File: src/rtl/regdump_sequencer_pkg.sv
// Shared definitions for the register-dump debug sequencer.
package regdump_sequencer_pkg;

  // Sequencer states
  typedef enum logic [1:0] {
    IDLE    = 2'd0,
    CAPTURE = 2'd1,
    STREAM  = 2'd2
  } state_t;

  // Width of the processor's debug register index (DBtheReg)
  localparam int DBG_IDXW = 4;

  // R15 reads back as the PC+8 view; the sequencer captures it unmodified
  localparam logic [DBG_IDXW-1:0] R15_IDX = 4'd15;

endpackage

File: src/rtl/regdump_buffer.sv
// Snapshot buffer: NREGS x 32-bit array, one synchronous write port and
// one combinational read port. Storage is deliberately not reset.
module regdump_buffer #(
  parameter int NREGS = 16,
  parameter int IDXW  = 4
) (
  input  logic            clk,
  input  logic            wr_en,
  input  logic [IDXW-1:0] wr_idx,
  input  logic [31:0]     wr_data,
  input  logic [IDXW-1:0] rd_idx,
  output logic [31:0]     rd_data
);

  logic [31:0] mem_r [NREGS];

  // Write the selected entry; index compare per entry keeps NREGS=1 clean
  always_ff @(posedge clk) begin
    for (int i = 0; i < NREGS; i++) begin
      if (wr_en && (wr_idx == IDXW'(i))) begin
        mem_r[i] <= wr_data;
      end
    end
  end

  // Combinational read mux; out-of-range indices read as zero
  always_comb begin
    rd_data = 32'd0;
    for (int i = 0; i < NREGS; i++) begin
      rd_data = (rd_idx == IDXW'(i)) ? mem_r[i] : rd_data;
    end
  end

endmodule

File: src/rtl/regdump_sequencer.sv
// Register-file dump sequencer: sweeps the debug read port into a snapshot
// buffer while the CPU is held, then streams the words over valid/ready.
module regdump_sequencer
  import regdump_sequencer_pkg::*;
#(
  parameter int NREGS = 16,
  parameter int IDXW  = DBG_IDXW
) (
  input  logic            clk,
  input  logic            reset,
  input  logic            start,
  input  logic            abort,
  input  logic [IDXW-1:0] user_sel,
  output logic [IDXW-1:0] DBtheReg,
  input  logic [31:0]     DBtheRegVal,
  output logic            cpu_hold,
  output logic            busy,
  output logic            out_valid,
  input  logic            out_ready,
  output logic [31:0]     out_data,
  output logic [IDXW-1:0] out_index,
  output logic            out_last,
  output logic            done
);

  localparam logic [IDXW-1:0] LAST_IDX = IDXW'(NREGS - 1);
  localparam logic [IDXW-1:0] ONE_IDX  = IDXW'(1);
  localparam logic [IDXW-1:0] ZERO_IDX = {IDXW{1'b0}};

  state_t            state_r;
  state_t            state_n;
  logic [IDXW-1:0]   idx_r;
  logic [IDXW-1:0]   idx_n;
  logic              wr_en_s;
  logic [31:0]       rd_data_s;
  logic              done_n;
  logic              out_valid_n;
  logic              out_last_n;
  logic [IDXW-1:0]   out_index_n;
  logic [31:0]       out_data_n;
  logic              cpu_hold_n;
  logic              busy_n;

  // The read port looks ahead at the next index so out_data can be registered
  regdump_buffer #(
    .NREGS (NREGS),
    .IDXW  (IDXW)
  ) u_buffer (
    .clk     (clk),
    .wr_en   (wr_en_s),
    .wr_idx  (idx_r),
    .wr_data (DBtheRegVal),
    .rd_idx  (idx_n),
    .rd_data (rd_data_s)
  );

  // Debug index mux: the counter owns the port only while capturing
  assign DBtheReg = (state_r == CAPTURE) ? idx_r : user_sel;

  // Next state, counter, buffer write and next registered outputs
  always_comb begin
    state_n = state_r;
    idx_n   = idx_r;
    wr_en_s = 1'b0;
    done_n  = 1'b0;

    if (abort) begin
      state_n = IDLE;
      idx_n   = ZERO_IDX;
    end else begin
      case (state_r)
        IDLE: begin
          if (start) begin
            state_n = CAPTURE;
            idx_n   = ZERO_IDX;
          end else begin
            state_n = IDLE;
          end
        end
        CAPTURE: begin
          wr_en_s = 1'b1;
          if (idx_r == LAST_IDX) begin
            state_n = STREAM;
            idx_n   = ZERO_IDX;
          end else begin
            idx_n   = idx_r + ONE_IDX;
          end
        end
        STREAM: begin
          // out_valid is always high in STREAM, so out_ready alone completes a beat
          if (out_ready) begin
            if (idx_r == LAST_IDX) begin
              state_n = IDLE;
              idx_n   = ZERO_IDX;
              done_n  = 1'b1;
            end else begin
              idx_n   = idx_r + ONE_IDX;
            end
          end else begin
            idx_n = idx_r;
          end
        end
        default: begin
          state_n = IDLE;
          idx_n   = ZERO_IDX;
        end
      endcase
    end

    cpu_hold_n  = (state_n == CAPTURE);
    busy_n      = (state_n != IDLE);
    out_valid_n = (state_n == STREAM);

    if (state_n == STREAM) begin
      out_index_n = idx_n;
      out_last_n  = (idx_n == LAST_IDX);
      // Bypass when the entry being presented is written on this same edge
      if (wr_en_s && (idx_r == idx_n)) begin
        out_data_n = DBtheRegVal;
      end else begin
        out_data_n = rd_data_s;
      end
    end else begin
      out_index_n = ZERO_IDX;
      out_last_n  = 1'b0;
      out_data_n  = 32'd0;
    end
  end

  // State, counter and registered outputs
  always_ff @(posedge clk or posedge reset) begin
    if (reset) begin
      state_r   <= IDLE;
      idx_r     <= ZERO_IDX;
      cpu_hold  <= 1'b0;
      busy      <= 1'b0;
      out_valid <= 1'b0;
      out_last  <= 1'b0;
      out_index <= ZERO_IDX;
      out_data  <= 32'd0;
      done      <= 1'b0;
    end else begin
      state_r   <= state_n;
      idx_r     <= idx_n;
      cpu_hold  <= cpu_hold_n;
      busy      <= busy_n;
      out_valid <= out_valid_n;
      out_last  <= out_last_n;
      out_index <= out_index_n;
      out_data  <= out_data_n;
      done      <= done_n;
    end
  end

endmodule

File: config.mk
export PLATFORM = sky130hd
export DESIGN_NAME = regdump_sequencer
export DESIGN_NICKNAME = d
export VERILOG_FILES = /design/src/rtl/regdump_sequencer_pkg.sv /design/src/rtl/regdump_buffer.sv /design/src/rtl/regdump_sequencer.sv
export SDC_FILE = /design/constraint.sdc
export NUM_CORES = 1
export LEC_CHECK = 0
export CAP_MARGIN = 15
export CORE_UTILIZATION = 50
export DETAILED_ROUTE_END_ITERATION = 16
export HOLD_SLACK_MARGIN = 0.15
export PLACE_DENSITY = 0.68
export SLEW_MARGIN = 30
export SYNTH_ARGS = -nofsm -noshare
export SYNTH_HDL_FRONTEND = slang
export SYNTH_SLANG_ARGS = --single-unit
File: constraint.sdc
create_clock -name clk -period 4.2 [get_ports clk]
set_input_delay 1.26 -clock clk [delete_from_list [all_inputs] [get_ports clk]]
set_output_delay 1.26 -clock clk [all_outputs]
set_load 0.01 [all_outputs]
### Yosys cells after proc, flatten, opt, wreduce, memory -nomap -nowiden

Memory sizes are Yosys's and may differ from the RTL's.
Index checks and enable logic that the tools add are counted.

* output and inout bits: 45
* flip-flop bits (word level): 47
* RAM bits: 512
* bits of input ports: 41
* memories kept: 1
* logic and storage cells: 197

Memories
* u_buffer.mem_r: depth 16, bits a word 32, rd ports 16, clocked after Yosys merged registers in 0, write ports 1, RTL line regdump_buffer.sv:15 `logic [31:0] mem_r [NREGS];`

* mux-type cells: 115
* add/subtract/negate cells: 1
* reduce and logical (&&, ||, !) cells: 36
* equal/unequal tests: 35

Operators by type and width (count)
* $mux W32: 33
* $reduce_or A32 Y1: 15
* $mux W4: 21
* $eq A4 B4 Y1 const B: 16
* $mux W1: 55
* $eq A4 B3 Y1 const B: 8
* $logic_and A1 B1 Y1: 17
* $eq A4 B2 Y1 const B: 4
* $pmux W4 S3: 1
* $eq A4 B1 Y1 const B: 2
* $logic_not A4 Y1: 2
* $mux W2: 4
* $pmux W2 S3: 1
* $add A4 B1 Y4 const B: 1
* $eq A2 B1 Y1 const B: 2
* $eq A2 B2 Y1 const B: 2
* $eq A4 B4 Y1: 1
* $logic_not A2 Y1: 1
* $reduce_bool A2 Y1: 1

### Logic depth before layout (Yosys ltp)

Gate-level depths: netlist of the first run.

* word-level depth: 24
* depth in mapped cells: 14

### Hierarchy

A second synthesis of the first run with hierarchy kept.

* cell total of the unflattened synthesis: 1486
* area total of the unflattened synthesis: 22655.5 um2

By module, submodules not included
* regdump_buffer: area each 20838.7 um2, times used 1, cells each 1344
* regdump_sequencer: area each 1816.7 um2, times used 1, cells each 142

### Worst setup path before layout of the first run

No wires, ideal clock.

* kind: input port to flip-flop
* from: in abort
* to: mem u_buffer.mem_r[0][0], enable pin
* slack: -0.488 ns
* arrival time: 4.227 ns
* buffers on the path: 1
* stages on the path: 4
* cells stage by stage: clkbuf_1 nor3b_1 nand2_1 nor3_1

* word-level cells in the longest chain between the ends: 20
* elaborated cells between the ends (all ways): 94

RTL lines
* start: declaration: RTL line regdump_sequencer.sv:12 `input logic abort,`
* $mux W1 (*): RTL line regdump_sequencer.sv:67 `if (abort) begin`
* $logic_and A1 B1 Y1: RTL line regdump_buffer.sv:20 `if (wr_en && (wr_idx == IDXW'(i))) begin`
* $mux W1: RTL line regdump_buffer.sv:20
* $mux W1 (not written as such): RTL line regdump_buffer.sv:21 `mem_r[i] <= wr_data;`
* $reduce_or A32 Y1 (no source line)
* $mux W4 (no source line) or $mux W1 (tied branches) (15 in a row)
* end: declaration: RTL line regdump_buffer.sv:15

Mark *: on every way between the ends. The rest lies on a longest branch, timed or not.

### Final worst setup path of the first run

* from: in out_ready
* to: reg out_data[23]

* word-level cells in the longest chain between the ends: 22
* elaborated cells between the ends (all ways): 43

RTL lines
* start: declaration: RTL line regdump_sequencer.sv:19 `input logic out_ready,`
* $mux W4: RTL line regdump_sequencer.sv:91 `if (out_ready) begin`
* $pmux W4 S3: RTL line regdump_sequencer.sv:71 `case (state_r)`
* $mux W4: RTL line regdump_sequencer.sv:67
* $logic_not A4 Y1: RTL line regdump_buffer.sv:30 `rd_data = (rd_idx == IDXW'(i)) ? mem_r[i] : rd_data;`
* $mux W32 (16 in a row): RTL line regdump_buffer.sv:30
* $mux W32: RTL line regdump_sequencer.sv:118 `if (wr_en_s && (idx_r == idx_n)) begin`
* $mux W32 (*): RTL line regdump_sequencer.sv:114 `if (state_n == STREAM) begin`
* via out_data_n[23]: RTL line regdump_sequencer.sv:40 `logic [31:0] out_data_n;`
* end signal: assignment: RTL line regdump_sequencer.sv:150 `out_data <= out_data_n;`
* end: declaration: RTL line regdump_sequencer.sv:20 `output logic [31:0] out_data,`

Mark *: on every way through the listed nets, which the timed path passes. The rest lies on a longest branch.

==> results of run 1 <==
-- state kept, by name, indices dropped and copies added, names as in the netlist --
| name | count |
|---|---|
| busy | 1 |
| cpu_hold | 1 |
| done | 1 |
| idx_r | 4 |
| out_data | 32 |
| out_index | 4 |
| out_last | 1 |
| out_valid | 1 |
| state_r | 2 |
| u_buffer.mem_r | 512 |
-- metrics by stage --
| stage | std cells | TNS (ps) |
|---|---|---|
| 2_1_floorplan | 1365 | -61660 |
| 3_3_place_gp | 2117 | -935 |
| 3_5_place_dp | 2117 | -1730 |
| 4_1_cts | 2220 | 0 |
| 5_1_grt | 2220 | 0 |
| 6_report | 2221 | 0 |
-- routing by layer --
metal | GRT usage, % | part of all wire, % | up-vias
li1 | - | - | 5983
met1 | 39.3 | 38 | 7197
met4 | 12.5 | 4.1 | 0
met2 | 44.7 | 46 | 1011
met5 | 0 | 0 | -
met3 | 7.87 | 12 | 195
-- cells in the final DEF (no fill, tap or decap), drive strengths merged, types with 26 or more instances in the layout --
cell type,netlist,routed
dfrtp,47,47
a22oi,61,61
edfxtp,512,512
buf,64,176
clkbuf,22,84
o21ai,63,63
a211oi,31,31
o22ai,28,28
nand2,87,87
nor3,33,33
o221ai,26,26
nor2,107,107
a21oi,57,57
nand3,29,29
a221oi,45,45
clkdlybuf4s50,0,85
-- final cells by class --
type	count	share of cell area [%]
flip-flops and latches	559	63.0
inverters	11	0.162
well taps	577	2.75
diodes	1	0.00952
multi-input cells	709	18.0
repair buffers	261	9.70
clock inverters	19	0.419
clock buffers	84	5.96
-- power groups by stage --
stage / Clock, mW / Sequential (mW) / Combinational [mW]
6_report: 4.59 / 6.11 / 0.454
5_1_grt: 4.85 / 6.11 / 0.480
4_1_cts: 4.64 / 6.11 / 0.451
3_5_place_dp: 0 / 6.23 / 0.448
3_3_place_gp: 0 / 6.23 / 0.440
2_1_floorplan: 0 / 6.22 / 0.189
-- worst max path at each step --
stage / cells after the start / to / slack (ps) / startpoint
2_1_floorplan: 4 / u_buffer.mem_r[0][0] / -490 / abort
3_3_place_gp: 12 / out_data[17] / -250 / out_ready
3_5_place_dp: 11 / out_data[17] / -260 / out_ready
4_1_cts: 11 / out_data[17] / 330 / out_ready
5_1_grt: 12 / out_data[17] / 200 / out_ready
6_report: 11 / out_data[23] / 330 / out_ready
-- critical path, cell delays in order --
cell             delay [ps]
clkdlybuf4s50_1         610
nand3b_4                120
buf_4                   190
a211oi_4                290
buf_4                   210
nor4_4                   60
buf_12                  160
nand3_2                 190
nand2_1                 350
a2111oi_0               710
a21oi_1                 160
-- logic make-up after synthesis --
group           after synthesis  share of synthesized area [%]
flops                       559                           76.3
mux                          11                          0.542
buf+inv                      97                           2.54
simple gates                295                           6.81
fa+ha+maj                     4                          0.231
compound gates              399                           13.6
==> flow_summary.yaml, run 1 <==
outcome:
  status: "finished, final reports clean"
setup_path:
  cp_max_fo: 18
  r2r-start: "state_r[0]"
  end_kind: "register"
  worstPathArrival_ps: 4330
  startpoint_type: "primary input"
  r2r_setup_slack_ps: 580
  critical_path_class: "primary input to register"
  r2r_end: "out_data[17]"
  worstPathRequired_ps: 4660
  r2r_cells: 11
sta:
  timing.final.crit_share_pct: 92.1
  hold-worst-slack_ps: 558
  fmax_mhz: 259
  maxSlewViolCount: 0
  setup_viol: 0
  fin_ws_ps: 332
  rsz0062_at_grt: "false"
  slew_headroom_pct: 53.5
  finalHoldViolCount: 0
  finClkSkew_ps: 27.1
  tightest_slew_ps: 696
  layout_min_cycle_time_ps: 3870
logic_synthesis:
  ys_ff_latch: 559
  seq_area_frac_synth_pct: 76.3
  yosysMostFrequentCell: "edfxtp_1"
  synth_top_flop_cell: "edfxtp_1"
  synthTopCellsByArea: "edfxtp_1, dfrtp_1, a22oi_1"
  yosysWarnings: 0
  syn_avg_cell_area_um2: 15.9
  synth_cell_types: 79
  yosysTopAreaCellShare_pct: 70.8
  synth_nets: 1410
  syn_inst: 1365
  synth_edf_count: 512
  synth_commonest_cells: "edfxtp_1, nor2_1, nand2_1, a22oi_1, a21oi_1"
  async_flop_share_pct: 8.41
  synth.cell_area_mm2: 0.0217
  synth_area_leader_cell: "edfxtp_1"
routing:
  wire_per_inst_um: 28.7
  avgViaCountPerCell: 6.48
  drt_iter0_drc: 2079
  vias: 14386
  antenna_left: 0
  wirelength_um: 63600
  drc: 0
  drtPass1Iterations: 7
global_route:
  grtUsageTotal_pct: 29.1
  grt_max_degree: 33
  overflow: 0
  first_global_vias: 14318
  grt_pass1_wl_um: 92700
  antenna_found_initial: 1
floorplanning:
  start_util_pct: 51.2
  die_area_mm2: 0.0442
  io-pin-count: 86
  die_w_um: 210
  placementRows: 75
  coreArea_mm2: 0.0424
  fp.dieH_um: 210
clock_tree:
  clkTransAtPathRegs_ps: 60
  cts_made_buffers: 55
  clockRootBuffer: "clkbuf_16"
  ctsHoldBuffers: 0
  post_cts_buffers: 0
  cts.htree.levels: 2
  tritoncts: "done"
  cts_resized: 0
  clock_sinks: 559
  clock_latency_ps: 610
  clockBufferDepth: 3
min_path:
  min-delay-start: "u_buffer.mem_r[1][130]"
  hold_end: "out_data[2]"
  hold_class: "register to register"
  whs_path_depth: 2
power:
  p_sw_mw: 2.32
  power_density_mw_per_mm2: 425
  p_leak_nw: 8.77
  clkPwrFrac_pct: 41.2
  swShare_pct: 20.8
  p_total_mw: 11.2
  power.internal_mw: 8.84
  vdd_drop_max_mv: 0.368
  p_seq_share_pct: 54.8
  power_frac_comb_pct: 4.1
placed_design:
  pre_cts_slack_ps: -258
  gp_congestion: 0.932
  io_buffer_count: 85
  place_area_mm2: 0.0246
  dp_hpwl_um: 39300
final_layout:
  finalNetCount: 1642
  ff_latch_area_mm2: 0.0166
  drive_gt1_share_pct: 19.1
  final_util_pct: 61.9
  fin_area_mm2: 0.0263
  fill_cells: 3133
  area_growth_pct: 21.0
  multi_input_area_mm2: 0.00473
flow_run:
  maxCapViolCount: 0
No activity file was read; power rests on OpenSTA's default activity.
==> inputs of run 2 (changes only) <==
Settings changed: CORE_MARGIN set to 5, CORE_UTILIZATION 50 to 55, DONT_BUFFER_PORTS set to 1, PLACE_DENSITY 0.68 to 0.7.
==> run 2 against run 1 <==
Power increased by 0.81%. Core utilization increased by 1.4 points. Sequential share of layout area increased by 4.3 points. Sequential cell count unchanged. Via count decreased by 4.8%. Final cell count decreased by 10%. Largest cell class unchanged. Highest routed layer unchanged.
==> flow_summary.yaml, run 2 (same netlist as run 1, synthesis figures left out) <==
outcome:
  status: "finished, final reports clean"
setup_path:
  crit_chain: "nand2b_2, a32o_1, or2_2, clkinv_2, nand2_4, nor2_1, a32o_1, o21ai_0, a31oi_1"
  r2r-start: "state_r[0]"
  crit_buf_inv: 1
  critPathTopFamily: "simple AND/OR/NAND/NOR gates"
  startpoint_type: "register"
  startpoint: "state_r[0]"
  cp_common_cell: "a32o_1"
  slowest_stage: "dfrtp_1"
  critical_path_class: "register to register"
  critPathMaxStageDelay_ps: 770
  cp_max_fo: 28
  worstPathRequired_ps: 4690
  worstPathArrival_ps: 4310
  end_kind: "register"
sta:
  slew_headroom_pct: 34.9
  rsz0062_at_grt: "false"
  tightest_slew_ps: 970
  finClkSkew_ps: 18.7
  timing.final.crit_share_pct: 90.7
  fmax_mhz: 262
  finalHoldViolCount: 0
  fin_ws_ps: 389
  maxSlewViolCount: 0
  layout_min_cycle_time_ps: 3810
  hold-worst-slack_ps: 558
  setup_viol: 0
final_layout:
  layout_common_cells: "edfxtp_1, nor2_1, nand2_1, buf_4, a22oi_1"
  largest_reg_flops: 512
  ff_latch_area_mm2: 0.0166
  area_growth_pct: 13.3
  drive_gt1_share_pct: 15.1
  num_antenna_cells: 0
  finalNetCount: 1472
  top_regs: "u_buffer.mem_r x512, out_data x32"
  layout_commonest_cell: "edfxtp_1"
  fill_cells: 2691
  multi_input_area_mm2: 0.00474
  max_flop_register: "u_buffer.mem_r"
clock_tree:
  cts_resized: 0
  ctsHoldBuffers: 0
  cts_made_buffers: 55
  cts.htree.levels: 2
  clock_latency_ps: 600
  post_cts_buffers: 0
  clkTransAtPathRegs_ps: 60
  clockRootBuffer: "clkbuf_16"
  clock_sinks: 559
  tritoncts: "done"
  clockBufferDepth: 3
min_path:
  min-delay-start: "u_buffer.mem_r[1][227]"
  hold_class: "register to register"
global_route:
  antenna_found_initial: 0
  grtUsageTotal_pct: 28.0
  grt_pass1_wl_um: 89900
  overflow: 0
  first_global_vias: 13420
  grt_max_degree: 34
floorplanning:
  coreArea_mm2: 0.0388
  start_util_pct: 55.9
  io-pin-count: 86
  placementRows: 72
  die_area_mm2: 0.0435
  die_w_um: 209
  fp.dieH_um: 209
routing:
  wirelength_um: 62000
  drtPass1Iterations: 6
  antenna_left: 0
  drt_iter0_drc: 2139
  avgViaCountPerCell: 6.88
  wire_per_inst_um: 31.2
  drc: 0
  vias: 13694
power:
  p_total_mw: 11.2
  power_density_mw_per_mm2: 457
  p_leak_nw: 7.99
  vdd_drop_max_mv: 0.373
placed_design:
  io_buffer_count: 0
  gp_congestion: 0.884
  pre_cts_slack_ps: 44.1
  dp_hpwl_um: 36200
flow_run:
  maxCapViolCount: 0
-- run 2: cell count changes in the layout (fill, tap and decap cells not counted), moves of 3 or more --
| cell | before | now |
|---|---|---|
| buf_12 | 30 | 14 |
| buf_4 | 146 | 77 |
| bufinv_16 | 0 | 4 |
| clkbuf_1 | 22 | 26 |
| clkbuf_8 | 6 | 9 |
| clkdlybuf4s50_1 | 85 | 0 |
| clkinv_2 | 14 | 5 |
-- run 2: where the power goes --
part           total [mW]  switching (mW)  internal, mW
combinational       0.304           0.201         0.103
clock                4.83            2.01          2.83
sequential           6.11          0.0123          6.10
total                11.2            2.22          9.03
-- run 2: final timing paths --
kind	slack [ps]	endpoint	cells past startpoint
min reg2reg	560	out_data[3]	2
max	390	out_data[20]	9
min in group asynchronous	650	out_data[1]	1
max reg2reg	390	out_data[20]	9
min	560	out_data[3]	2
max in group asynchronous	2830	out_data[6]	2
-- run 2: layout make-up --
class,count,share of cell area [%]
inverter,11,0.178
tap,518,2.64
multi-input combinational,709,19.3
sequential,559,67.3
clock buffer,90,6.50
timing repair buffer,91,3.49
clock inverter,11,0.631
-- run 2: stage by stage --
step	util [%]	area (um^2)	instances	setup TNS, ps
3_5_place_dp	58.8	22800	1888	0
5_1_grt	63.3	24600	1989	0
6_report	63.3	24600	1989	0
4_1_cts	63.3	24600	1989	0
2_1_floorplan	-	21700	1365	-61660
3_3_place_gp	58.8	22800	1888	0
-- run 2: metal layers --
metal	track usage [%]	wire, um	up-vias
met5	0	0	-
li1	-	-	5640
met3	9.27	8940	182
met1	39.2	22800	6766
met4	10.3	2470	0
met2	41.6	27800	1106
-- run 2: worst min-delay path, cell delays in order, from the launching register on --
cell and delay, ps:
edfxtp_1 320, a22oi_1 80, o32ai_1 120
